[config.mk]
export PLATFORM = sky130hd
export DESIGN_NAME = multicycle_controller
export DESIGN_NICKNAME = d
export VERILOG_FILES = /design/src/rtl/multicycle_controller.sv
export SDC_FILE = /design/constraint.sdc
export NUM_CORES = 1
export LEC_CHECK = 0
export CAP_MARGIN = 0
export CORE_MARGIN = 1.5
export CORE_UTILIZATION = 42
export CTS_BUF_LIST = sky130_fd_sc_hd__clkbuf_8 sky130_fd_sc_hd__clkbuf_16
export CTS_CLUSTER_DIAMETER = 120
export CTS_CLUSTER_SIZE = 8
export DETAILED_ROUTE_END_ITERATION = 10
export GPL_ROUTABILITY_DRIVEN = 0
export PLACE_DENSITY = 0.94
export SLEW_MARGIN = 20
export SYNTH_ARGS = -nofsm -noshare
export SYNTH_HDL_FRONTEND = slang
export SYNTH_SLANG_ARGS = --single-unit
[constraint.sdc]
create_clock -name clk -period 4.2 [get_ports clk]
set_input_delay 0.42 -clock clk [delete_from_list [all_inputs] [get_ports clk]]
set_output_delay 0.42 -clock clk [all_outputs]
set_load 0.01 [all_outputs]
[src/rtl/multicycle_controller.sv]
// Control unit for the multicycle ARM datapath: main FSM, ALU decoder,
// NZCV flag store and condition check, with Moore outputs decoded from state.
module multicycle_controller (
  input  logic        clk,
  input  logic        Reset,
  input  logic [19:0] Instr_fields,
  input  logic [3:0]  ALUFlags,
  output logic        PCWrite,
  output logic        RegWrite,
  output logic        MemWrite,
  output logic        IRWrite,
  output logic        AdrSrc,
  output logic        ALUSrcA,
  output logic [1:0]  ALUSrcB,
  output logic [1:0]  ResultSrc,
  output logic [1:0]  RegSrc,
  output logic [1:0]  ImmSrc,
  output logic [1:0]  ALUCtrl
);

  typedef enum logic [3:0] {
    FETCH    = 4'd0,
    DECODE   = 4'd1,
    MEMADR   = 4'd2,
    MEMREAD  = 4'd3,
    MEMWB    = 4'd4,
    MEMWRITE = 4'd5,
    EXECR    = 4'd6,
    EXECI    = 4'd7,
    ALUWB    = 4'd8,
    BRANCH   = 4'd9
  } state_t;

  state_t     state;
  logic [3:0] flags;

  logic [3:0] cond;
  logic [1:0] op;
  logic [5:0] funct;
  logic [3:0] rd;
  logic [3:0] cmd;
  logic       i_bit;
  logic       s_bit;
  logic       unused_rn;

  assign cond      = Instr_fields[19:16];
  assign op        = Instr_fields[15:14];
  assign funct     = Instr_fields[13:8];
  assign rd        = Instr_fields[3:0];
  assign i_bit     = funct[5];
  assign cmd       = funct[4:1];
  assign s_bit     = funct[0];
  assign unused_rn = ^Instr_fields[7:4];

  assign RegSrc = {op == 2'b01, op == 2'b10};
  assign ImmSrc = op;

  logic [1:0] dec_ctrl;
  logic       cmd_ok;
  logic       is_cmp;
  logic       nz_only;
  logic       flag_set;
  logic       write_rd;

  // Unsupported commands fall through as a harmless ADD with every write suppressed.
  always_comb begin
    dec_ctrl = 2'b00;
    cmd_ok   = 1'b1;
    is_cmp   = 1'b0;
    nz_only  = 1'b0;
    case (cmd)
      4'b0100: dec_ctrl = 2'b00;
      4'b0010: dec_ctrl = 2'b01;
      4'b0000: begin dec_ctrl = 2'b10; nz_only = 1'b1; end
      4'b1100: begin dec_ctrl = 2'b11; nz_only = 1'b1; end
      4'b1010: begin dec_ctrl = 2'b01; is_cmp  = 1'b1; end
      default: cmd_ok = 1'b0;
    endcase
  end

  assign flag_set = cmd_ok & (s_bit | is_cmp);
  assign write_rd = cmd_ok & ~is_cmp;

  logic n_f, z_f, c_f, v_f;
  logic cond_ex;

  assign {n_f, z_f, c_f, v_f} = flags;

  always_comb begin
    cond_ex = 1'b0;
    case (cond)
      4'h0: cond_ex = z_f;
      4'h1: cond_ex = ~z_f;
      4'h2: cond_ex = c_f;
      4'h3: cond_ex = ~c_f;
      4'h4: cond_ex = n_f;
      4'h5: cond_ex = ~n_f;
      4'h6: cond_ex = v_f;
      4'h7: cond_ex = ~v_f;
      4'h8: cond_ex = c_f & ~z_f;
      4'h9: cond_ex = ~c_f | z_f;
      4'hA: cond_ex = (n_f == v_f);
      4'hB: cond_ex = (n_f != v_f);
      4'hC: cond_ex = ~z_f & (n_f == v_f);
      4'hD: cond_ex = z_f | (n_f != v_f);
      4'hE: cond_ex = 1'b1;
      default: cond_ex = 1'b0;
    endcase
  end

  always_ff @(posedge clk or negedge Reset) begin
    if (!Reset) begin
      state <= FETCH;
      flags <= 4'b0000;
    end else begin
      case (state)
        FETCH:   state <= DECODE;
        DECODE: begin
          case (op)
            2'b00:   state <= i_bit ? EXECI : EXECR;
            2'b01:   state <= MEMADR;
            2'b10:   state <= BRANCH;
            default: state <= FETCH;
          endcase
        end
        MEMADR:  state <= funct[0] ? MEMREAD : MEMWRITE;
        MEMREAD: state <= MEMWB;
        EXECR:   state <= ALUWB;
        EXECI:   state <= ALUWB;
        default: state <= FETCH;
      endcase
      // Logical ops leave C and V untouched.
      if ((state == EXECR || state == EXECI) && flag_set && cond_ex) begin
        if (nz_only) flags[3:2] <= ALUFlags[3:2];
        else         flags      <= ALUFlags;
      end
    end
  end

  always_comb begin
    PCWrite   = 1'b0;
    RegWrite  = 1'b0;
    MemWrite  = 1'b0;
    IRWrite   = 1'b0;
    AdrSrc    = 1'b0;
    ALUSrcA   = 1'b0;
    ALUSrcB   = 2'b00;
    ResultSrc = 2'b00;
    ALUCtrl   = 2'b00;
    case (state)
      FETCH: begin
        IRWrite   = 1'b1;
        ALUSrcA   = 1'b1;
        ALUSrcB   = 2'b10;
        ResultSrc = 2'b10;
        PCWrite   = 1'b1;
      end
      DECODE: begin
        ALUSrcA   = 1'b1;
        ALUSrcB   = 2'b10;
        ResultSrc = 2'b10;
      end
      MEMADR:   ALUSrcB = 2'b01;
      MEMREAD:  AdrSrc  = 1'b1;
      MEMWRITE: begin
        AdrSrc   = 1'b1;
        MemWrite = cond_ex;
      end
      MEMWB: begin
        ResultSrc = 2'b01;
        if (rd == 4'd15) PCWrite  = cond_ex;
        else             RegWrite = cond_ex;
      end
      EXECR:    ALUCtrl = dec_ctrl;
      EXECI: begin
        ALUSrcB = 2'b01;
        ALUCtrl = dec_ctrl;
      end
      ALUWB: begin
        if (write_rd && rd == 4'd15) PCWrite  = cond_ex;
        else if (write_rd)           RegWrite = cond_ex;
      end
      BRANCH: begin
        ALUSrcB   = 2'b01;
        ResultSrc = 2'b10;
        PCWrite   = cond_ex;
      end
      default: ;
    endcase
    if (!Reset) begin
      PCWrite  = 1'b0;
      RegWrite = 1'b0;
      MemWrite = 1'b0;
      IRWrite  = 1'b0;
    end
  end

endmodule

==> reports/metrics.yaml <==
status: "completed"
cts-root-buf: "clkbuf_8"
num_rows: 15
die_w_um: 47.5
syn_to_final_growth_pct: 47.1
crit_path_end_kind: "output pin"
setup_slack_ns: 0.736
synth.area.top_cells: "dfrtp_1 (24%), nor3_1 (5.4%), o31ai_1 (4.5%), mux2_2 (4.1%), nor2_1 (3.6%)"
crit_type: "in2out"
powerDensity_nw_per_um2: 492
p_int_mw: 0.356
cts-buffers-inserted: 3
r2r_start: "flags[3]$_DFFE_PN0P_"
leakagePower_nw: 0.470
slowest_stage: "clkdlybuf4s50_1"
worst_slew_pin_slew_ns: 0.455
placed_area_um2: 1180
rsz0062_at_grt: "no"
layout-drive-gt1-share_pct: 6.57
synth.avg_cell_area_um2: 7.86
worst_ep_arrival_time_ns: 3.04
wirelength_um: 2150
use_met2_pct: 35.4
layout.nets: 165
startpoint_type: "input port"
fin_crit_sh_pct: 82.5
tns_ns: 0
finalHoldViolations: 0
cp_num_buf_inv: 2
final_cells: 162
synth_nets: 132
grt_overflow: 0
ys.warnings.count: 0
synth_common_cells: "nor3_1 (9), dfrtp_1 (8), nor2_1 (8), nand2_1 (7)"
r2r_slack_ns: 2.03
port-buffer-count: 37
postCtsSetupRepairBufs: 0
grt_max_degree: 15
netlist_area_um2: 833
met3_usage_pct: 5.66
antenna_cells: 0
synth_edf_count: 0
grt_pass1_vias: 814
clkPwrFrac_pct: 15.1
slowest_delay_ns: 0.59
met1_usage_pct: 23.8
drv_slew: 0
synth.distinct_cells: 39
p_sw_mw: 0.247
hp-class: "in2async"
die-area_um2: 2260
synth_top_area_cell: "dfrtp_1"
crit_path_frequent_cell: "clkdlybuf4s50_1"
ir_worst_vdd_v: 0.000346
timing.fmax_ghz: 0.289
core_um2: 1800
r2r_end: "flags[2]$_DFFE_PN0P_"
ant_nets: 0
cp.required_ns: 3.78
synthCells: 106
initial_utilization_pct: 46.2
cts_hold_buffers: 0
seq_power_share_pct: 29.7
via_count: 927
fin_crit_ns: 3.46
cts_resized: 0
dp_hpwl_um: 1660
place_inst: 159
finalClockSkew_ns: 0.00278
io_pins: 42
final_area_um2: 1230
total_power_mw: 0.603
crit_chain: "clkdlybuf4s50_1, or4b_1, a31oi_1, a211oi_1, o211ai_2, nand2_1, o31ai_1, clkdlybuf4s50_1"
die_h_um: 47.5
drv_cap: 0
worstSkewPairLatency_ns: 0.23
crit_family: "buffers and inverters"
drt_iter0_markers: 15
vias_per_cell: 5.72
swShare_pct: 41.0
async_reset_ff_share_pct: 100
ys.flop_type: "dfrtp_1"
wl_per_cell_um: 13.3
grt.total_usage_pct: 20.5
synth_top_area_share_pct: 24.0
place_ws_ns: 0.766
firstDrtPassIters: 4
setup-violations-final: 0
grt_first_pass_wirelength_um: 3280
cts.sinks: 8
h-tree-depth: 1
antenna_found_initial: 0
comb_power_share_pct: 55.2
final_util_pct: 68.1
clk_pin_slew_ns: 0.04
synth-seq-cells: 8
yosysSeqAreaShare_pct: 24.0
post-synth-top-count-cell: "nor3_1"
cts_tree: "built"
hold_ws_ns: 0.489
path_max_fanout: 10
clockBufferDepth: 2
drc: 0
busiest_layer: "met2"
reg2reg_depth: 6
slew-limit-headroom_pct: 69.6
==> layout by cell type, fill, tap and decap left out, types with 3 or more instances in the layout <==
cell type / n
mux2_2: 3
nand2_1: 7
a21oi_1: 5
nor3b_1: 3
nor2b_1: 4
nand3_1: 3
nand2b_1: 4
dfrtp_1: 8
clkdlybuf4s50_1: 37
nor3_1: 9
clkbuf_8: 3
xnor2_1: 3
o21ai_0: 4
o31ai_1: 5
nor2_1: 8
inv_1: 5
==> worst max-delay path by stage <==
stage,from,cells past startpoint,end
global route,Instr_fields[18],8,PCWrite
finish,Instr_fields[18],8,PCWrite
floorplan,Instr_fields[18],7,PCWrite
CTS,Instr_fields[18],8,PCWrite
global placement,Instr_fields[18],8,PCWrite
detailed placement,Instr_fields[18],8,PCWrite
==> cell families (layout without fill, tap and decap cells) <==
family	after synthesis	in the layout	synth area share [%]
and+or+nand+nor	48	48	33.9
AOI/OAI and AO/OA	25	25	20.4
buffers and inverters	14	45	8.26
DFF	8	8	24.0
muxes	7	7	9.16
xor gates and xnor gates	4	4	4.20
==> routing by layer <==
layer	up-vias	wire, um	share of wire, %
li1	452	-	-
met1	427	930	43
met2	45	1060	49
met3	3	149	6.9
met4	0	19	0.88
met5	-	0	0
==> power by group through the flow <==
stage / Sequential (mW) / Combinational, mW / Clock, mW
floorplan: 0.132 / 0.227 / 0
global placement: 0.176 / 0.323 / 0
detailed placement: 0.179 / 0.329 / 0
CTS: 0.178 / 0.335 / 0.0935
global route: 0.187 / 0.359 / 0.0983
finish: 0.180 / 0.333 / 0.0910
==> final cells by class <==
| type | instances | area (um2) |
|---|---|---|
| well taps | 25 | 31.3 |
| clock buffers | 3 | 41.3 |
| fillers | 161 | 576 |
| flip-flops and latches | 8 | 200 |
| multi-input cells | 84 | 564 |
| inverters | 5 | 18.8 |
| repair buffers | 37 | 370 |
==> flip-flops by register name (all words and copies together) (netlist names) <==
name and cells:
state 4, flags 4
(Power assumes the default switching activity.)
